**src/rtl/reg_write_arbiter_pkg.sv**
```systemverilog
// Shared definitions for the register write arbiter: FSM encoding and a
// constant-evaluable ceil(log2) used for index-width defaults.
package reg_write_arbiter_pkg;

   typedef enum logic {
      ST_IDLE   = 1'b0,
      ST_LOCKED = 1'b1
   } state_e;

   function automatic int clog2(input int v);
      int r;
      r = 0;
      while ((1 << r) < v) r++;
      return r;
   endfunction

endpackage

```
**src/rtl/rr_pick.sv**
```systemverilog
// Rotating-priority picker: first asserted req scanning from ptr upward with wrap.
// Purely combinational.
module rr_pick
   import reg_write_arbiter_pkg::*;
#(
   parameter int M  = 4,
   parameter int IW = clog2(M)
) (
   input  logic [M-1:0]  req,
   input  logic [IW-1:0] ptr,
   output logic          valid,
   output logic [IW-1:0] idx
);

   int j;

   // Walk the ring from the far end back to ptr so the nearest request wins last.
   always_comb begin
      valid = 1'b0;
      idx   = '0;
      j     = 0;
      for (int k = M - 1; k >= 0; k--) begin
         j = int'(ptr) + k;
         if (j >= M) j = j - M;
         if (req[j]) begin
            valid = 1'b1;
            idx   = IW'(j);
         end
      end
   end

endmodule

```
**src/rtl/reg_write_arbiter.sv**
```systemverilog
// Round-robin write arbiter for one shared register with a per-requester burst lock.
// Grant and register write happen in the same cycle; rst forces all write outputs low.
module reg_write_arbiter
   import reg_write_arbiter_pkg::*;
#(
   parameter int N  = 8,
   parameter int M  = 4,
   parameter int IW = clog2(M)
) (
   input  logic            clk,
   input  logic            rst,
   input  logic [M-1:0]    req,
   input  logic [M-1:0]    lock,
   input  logic [M*N-1:0]  d_in,
   output logic [M-1:0]    ack,
   output logic            reg_ce,
   output logic [N-1:0]    reg_d,
   output logic [IW-1:0]   grant_id,
   output logic            busy
);

   state_e          st_q, st_d;
   logic [IW-1:0]   ptr_q, ptr_d;
   logic [IW-1:0]   owner_q, owner_d;
   logic [IW-1:0]   grant_id_q, grant_id_d;

   logic            pick_vld;
   logic [IW-1:0]   pick_idx;
   logic            gnt_vld;
   logic [IW-1:0]   gnt_idx;

   function automatic logic [IW-1:0] inc_wrap(input logic [IW-1:0] v);
      return (v == IW'(M - 1)) ? '0 : v + IW'(1);
   endfunction

   rr_pick #(.M(M), .IW(IW)) u_pick (
      .req   (req),
      .ptr   (ptr_q),
      .valid (pick_vld),
      .idx   (pick_idx)
   );

   // While locked only the owner may write; an idle owner blocks everyone else.
   always_comb begin
      gnt_vld = 1'b0;
      gnt_idx = pick_idx;
      if (st_q == ST_LOCKED) begin
         gnt_idx = owner_q;
         gnt_vld = req[owner_q];
      end else begin
         gnt_vld = pick_vld;
      end
      if (rst) gnt_vld = 1'b0;
   end

   always_comb begin
      ack = '0;
      for (int i = 0; i < M; i++) begin
         ack[i] = gnt_vld && (gnt_idx == IW'(i));
      end
   end

   assign reg_ce   = gnt_vld;
   assign reg_d    = gnt_vld ? d_in[int'(gnt_idx)*N +: N] : '0;
   assign grant_id = grant_id_q;
   assign busy     = (st_q == ST_LOCKED);

   // Release follows the owner's lock alone, so it can happen on a no-grant cycle.
   always_comb begin
      st_d       = st_q;
      ptr_d      = ptr_q;
      owner_d    = owner_q;
      grant_id_d = grant_id_q;
      if (gnt_vld) grant_id_d = gnt_idx;
      case (st_q)
         ST_IDLE: begin
            if (gnt_vld) begin
               if (lock[gnt_idx]) begin
                  st_d    = ST_LOCKED;
                  owner_d = gnt_idx;
               end else begin
                  ptr_d = inc_wrap(gnt_idx);
               end
            end
         end
         ST_LOCKED: begin
            if (!lock[owner_q]) begin
               st_d  = ST_IDLE;
               ptr_d = inc_wrap(owner_q);
            end
         end
         default: st_d = ST_IDLE;
      endcase
   end

   always_ff @(posedge clk or posedge rst) begin
      if (rst) begin
         st_q       <= ST_IDLE;
         ptr_q      <= '0;
         owner_q    <= '0;
         grant_id_q <= '0;
      end else begin
         st_q       <= st_d;
         ptr_q      <= ptr_d;
         owner_q    <= owner_d;
         grant_id_q <= grant_id_d;
      end
   end

endmodule

```
**config.mk**
```make
export PLATFORM = sky130hd
export DESIGN_NAME = reg_write_arbiter
export DESIGN_NICKNAME = d
export VERILOG_FILES = /design/src/rtl/reg_write_arbiter_pkg.sv /design/src/rtl/rr_pick.sv /design/src/rtl/reg_write_arbiter.sv
export SDC_FILE = /design/constraint.sdc
export NUM_CORES = 1
export LEC_CHECK = 0
export CORE_MARGIN = 3
export CORE_UTILIZATION = 38
export CTS_BUF_LIST = sky130_fd_sc_hd__clkbuf_4
export DETAILED_ROUTE_END_ITERATION = 7
export HOLD_SLACK_MARGIN = 0.1
export PLACE_DENSITY = 0.83
export RECOVER_POWER = 25
export SETUP_SLACK_MARGIN = 0.02
export SKIP_CTS_REPAIR_TIMING = 1
export SYNTH_ARGS = -nofsm -noshare
export SYNTH_HDL_FRONTEND = slang
export SYNTH_HIERARCHICAL = 1
export SYNTH_SLANG_ARGS = --single-unit
```
**constraint.sdc**
```tcl
create_clock -name clk -period 3.4 [get_ports clk]
set_clock_uncertainty 0.15 [all_clocks]
set_input_delay 0.51 -clock clk [delete_from_list [all_inputs] [get_ports clk]]
set_output_delay 0.51 -clock clk [all_outputs]
set_load 0.1 [all_outputs]
```
==> run summary, run 1 <==
CP arrival = 2640 ps
Most used DFF post-synth = dfrtp_1
Share of layout cells above drive strength 1 = 0.3333
XOR/XNOR Fraction of Synth Area = 0
Hold_sp = grant_id[1]$_DFFE_PP0P_
Syn Std Cell Area = 912.1 um^2
Final Hold Violating Endpoints = 0
Final Max Tran Viols = 0
Max Buffers Root-to-Sink = 2
Number of I/O pins = 58
Peak supply drop = 0.7254 mV
Initial Util = 0.4046
Routed len/inst = 16.76 um
Dpl cell area = 1660 um^2
Die Ht = 55.00 um
DPL Wire Length = 2.464 mm
Placed insts = 174
Pin count of the biggest net entering global routing = 16
Flop2flop setup slack = 830 ps
Clk sinks = 7
Drt via density = 5.459
Final GP Congestion = 0.8384
Post-Synthesis Cells = 90
WHS = 395.6 ps
Synth cell count leaders = 12 x and2_1, 10 x mux4_2, 9 x nor2_1, 7 x dfrtp_1
DR DRC count = 0
Startpoint types = input port
Syn Area/Cell = 10.13 um^2
Post-Route WL = 3.033 mm
Synthesis-to-finish area growth = 88.07%
Power Density = 1071 nW/um^2
Clock Latency Late Sink = 260 ps
Hold path cells = 2
TritonCTS buffer count = 3
Setup_tns = 0 ps
CTS tree = yes
Leak Pwr = 0.0007209 uW
Initial antenna violation count = 0
Critical Path RT = 2740 ps
HP Class = reg -> reg
Die area = 3024 um^2
RSZ-0062 raised after global routing = false
Most common cell in the netlist = and2_1
Inserted Diodes = 0
1st-pass router iterations = 4
Top cell type's share of synthesized area = 0.2469
Register area share after synthesis = 0.1920
Iter 0 DRT Violations = 15
Ys async rst share = 1.000
Crit. End Element = primary output
Ranking of synthesized cells by area = mux4_2 25%, dfrtp_1 19%, and2_1 8.2%
Fin cells = 181
Tmin final = 3296 ps
Finished Cell Area = 1715 um^2
Period utilization = 0.9693
Die width = 55.00 um
Grt ovf = 0
H-tree depth = 1
Total Routing Usage GR = 0.2030
Worst-path fanout max = 13
CTS root buf = clkbuf_4
Post-synthesis compound-gate area fraction = 0.1619
Worst-margin pin slew = 969.2 ps
Slew headroom = 0.3518
Vias in the first global route = 923
Layout net count = 201
Via count = 988
Wire length of the first global-routing pass = 4.409 mm
Fmax = 0.3034 GHz
Synth Net Count = 137
Status = completed
Clock transition at path regs = 60 ps
Reg2Reg Launch Point = ptr_q[1]$_DFFE_PP0P_
Number of flops mapped to enable cells by yosys = 0
R2R Path End = ptr_q[0]$_DFFE_PP0P_
Library cells used by synthesis = 31
Register-to-Register Path Depth = 8
Adder-Cell Fraction of Synth Area = 0.06859
Simple-Gate Fraction of Synth Area = 0.1852
Core ar. = 2255 um^2
Largest family of logic cells by synthesized area = multiplexers
Row count = 17
Fillers = 152
Synth area leader = mux4_2
Final ANT Viol Nets = 0
Final setup viols = 0
Hold endpoint = grant_id[1]$_DFFE_PP0P_
Max-cap violations = 0
Buffers on Ports = 57
Yosys Warn Count = 6
CP Class = in -> out
Mux cell area share after synthesis = 0.3278
Flops & latches, synth = 7
-- kinds of logic (layout without fill, tap and decap cells) --
kind of cell,after synthesis,count (layout)
and+or+nand+nor,32,32
AOI/OAI and AO/OA,19,19
muxes,17,17
buffers and inverters,10,73
DFF,7,7
adders and majority gates,5,5
-- critical path, stage by stage --
cell and delay [ps]:
clkdlybuf4s50_1 520, nand2b_1 70, a21oi_1 180, a211oi_2 70, mux2i_2 210, buf_12 190
mux4_2 490, and2_2 230, buf_12 170
-- where the power goes --
group	leakage, uW	total [uW]	internal, uW	switching [uW]
clock network	0.0000184	87.0	53.0	34.0
registers	0.0000827	208	126	82.3
logic	0.000620	1540	657	885
total	0.000721	1840	836	1000
-- placed cells by master (no fill, tap or decap), types with 2 or more instances in the layout --
cell type and n:
buf_12 14, mux2i_1 3, nor2_1 9, o21ai_0 3
clkbuf_4 4, a21oi_1 3, buf_4 7, clkdlybuf4s50_1 41
mux2_2 3, nand2b_1 3, mux4_2 10, nor2b_1 2
dfrtp_1 7, nand2_1 4, and2_1 5, ha_1 5
and2_2 7, inv_1 5
-- metal layers --
metal | vias to the layer above | GRT usage | part of all wire
met4 | 0 | 0.02429 | 0
met5 | - | 0 | 0
met1 | 471 | 0.2261 | 0.36
met2 | 59 | 0.3720 | 0.50
met3 | 0 | 0.08043 | 0.14
li1 | 458 | - | -
-- layout make-up --
cell class / instances / area, um^2 / share of cell area
clock buffers: 4 / 30.03 / 0.01751
repair buffers: 64 / 765.7 / 0.4464
flip-flops and latches: 7 / 175.2 / 0.1021
multi-input cells: 73 / 690.7 / 0.4026
inverters: 5 / 18.77 / 0.01094
well taps: 28 / 35.03 / 0.02042
-- state kept, by name (all words and copies together), names as in the netlist --
signal	flops
grant_id	2
ptr_q	2
owner_q	2
busy	1
-- metrics by stage --
step | util | worst slack (ps) | total power (uW)
finish | 0.7608 | 104.4 | 1838
global route | 0.7608 | 30.75 | 1933
CTS | 0.7497 | 105.1 | 1814
detailed placement | 0.7364 | 106.4 | 1725
global placement | 0.7364 | 156.9 | 1693
floorplan | - | 110.3 | 1255
-- worst max-delay path by stage --
stage	startpoint	to	slack, ps	cells past startpoint
after global placement	req[2]	reg_d[6]	160	9
final	req[2]	reg_d[0]	100	9
after global routing	req[2]	reg_d[0]	30	9
after floorplan	busy$_DFF_PP0_	ack[0]	110	5
after CTS	req[2]	reg_d[6]	110	9
after detailed placement	req[2]	reg_d[0]	110	9
Power figures use the tool's default switching activity.
==> run 2, diff against run 1 <==
- GPL_ROUTABILITY_DRIVEN: not set -> 0
==> run summary, run 2 (same netlist as run 1, synthesis figures left out) <==
Status = completed
Die width = 55.00 um
Clock Latency Late Sink = 280 ps
Drt via density = 5.506
Slew headroom = 0.3454
Peak supply drop = 0.7404 mV
Clock Power Share = 0.050
Row count = 17
Tmin final = 3303 ps
Gate power share = 0.840
Clk sinks = 7
CP arrival = 2640 ps
Wire length of the first global-routing pass = 4.360 mm
Startpoint types = input port
Setup_tns = 0 ps
CP Class = in -> out
Iter 0 DRT Violations = 26
NetSw = 1031 uW
Total Routing Usage GR = 0.2087
Switch share = 0.5460
Worst slack at placement = 94.83 ps
1st-pass router iterations = 4
Final Max Tran Viols = 0
Sequential power share = 0.111
Total power = 1889 uW
Final Hold Violating Endpoints = 0
Pin count of the biggest net entering global routing = 16
Hold_sp = grant_id[0]$_DFFE_PP0P_
Period utilization = 0.9715
CTS tree = yes
Flop2flop setup slack = 710 ps
Leak Pwr = 0.0007250 uW
Core ar. = 2255 um^2
Worst-path fanout max = 6
Vias in the first global route = 964
Post-Route WL = 3.226 mm
Number of I/O pins = 58
Die Ht = 55.00 um
Grt ovf = 0
Max-cap violations = 0
Inserted Diodes = 0
Worst-margin pin slew = 978.8 ps
Final setup viols = 0
RSZ-0062 raised after global routing = false
Power Density = 1087 nW/um^2
Hold path cells = 2
Leading cell types in the layout, fill and taps excluded = 41 x clkdlybuf4s50_1, 14 x buf_12, 10 x mux4_2
Reg2Reg Launch Point = ptr_q[1]$_DFFE_PP0P_
H-tree depth = 1
Buffers on Ports = 57
Layout net count = 200
Hold endpoint = grant_id[0]$_DFFE_PP0P_
Max Buffers Root-to-Sink = 2
HP Class = reg -> reg
Initial antenna violation count = 0
Via count = 991
Final WS setup = 96.89 ps
TritonCTS buffer count = 3
Initial Util = 0.4046
Register-to-Register Path Depth = 9
Most common cell after layout, fill and taps aside = clkdlybuf4s50_1
R2R Path End = ptr_q[0]$_DFFE_PP0P_
Synthesis-to-finish area growth = 90.54%
Share of layout cells above drive strength 1 = 0.3355
Crit. End Element = primary output
Critical Path RT = 2740 ps
DR DRC count = 0
Final ANT Viol Nets = 0
Fmax = 0.3027 GHz
DPL Wire Length = 2.536 mm
Die area = 3024 um^2
CTS root buf = clkbuf_4
Pint = 857.7 uW
Routed len/inst = 17.92 um
Clock transition at path regs = 60 ps
## run 2: cell count changes in the layout (fill, tap and decap cells not counted)
| cell | change |
|---|---|
| buf_4 | -2 |
| a21oi_1 | -1 |
| a21oi_2 | +1 |
| clkbuf_16 | +1 |
| mux2i_2 | -1 |
| mux2i_4 | +1 |
## run 2: worst max-delay path: stages
cell and delay [ps]:
clkdlybuf4s50_1 520, nand2b_1 90, a21oi_2 160, a211oi_2 70, mux2i_4 230, clkbuf_16 200
mux4_2 480, and2_2 220, buf_12 160
## run 2: per-stage QoR
stage / utilization / cell area [um^2] / hold slack (ps) / instances
2_1_floorplan: - / 920.9 / 163.4 / 90
3_3_place_gp: 0.7364 / 1660 / 362.1 / 174
3_5_place_dp: 0.7364 / 1660 / 386.1 / 174
4_1_cts: 0.7497 / 1690 / 397.9 / 178
5_1_grt: 0.7708 / 1738 / 421.0 / 180
6_report: 0.7708 / 1738 / 397.5 / 180
## run 2: layout make-up
type | count | area [um^2]
multi-input cells | 73 | 703.2
fillers | 144 | 516.7
flip-flops and latches | 7 | 175.2
well taps | 28 | 35.03
inverters | 5 | 18.77
clock buffers | 4 | 30.03
repair buffers | 63 | 775.7
## run 2: worst max path at each step
stage / from / end / slack, ps / cells after the start
3_5_place_dp: req[2] / reg_d[2] / 90 / 9
2_1_floorplan: busy$_DFF_PP0_ / ack[0] / 110 / 5
3_3_place_gp: req[2] / reg_d[6] / 160 / 9
6_report: req[2] / reg_d[4] / 100 / 9
4_1_cts: req[2] / reg_d[2] / 100 / 9
5_1_grt: req[2] / reg_d[4] / 2 / 9
## run 2: metal layers
metal	routed length, um	track usage	vias to the layer above
met4	55	0.09717	0
met5	0	0	-
met1	1134	0.2044	467
li1	-	-	457
met2	1625	0.3839	60
met3	410	0.07775	7
## run 2: power by group through the flow
stage | sequential, uW | clock [uW] | combinational, uW
after floorplan | 292 | 0 | 963
after global placement | 202 | 0 | 1490
after detailed placement | 206 | 0 | 1520
after CTS | 206 | 95.6 | 1530
after global routing | 219 | 101 | 1660
final | 209 | 93.7 | 1590
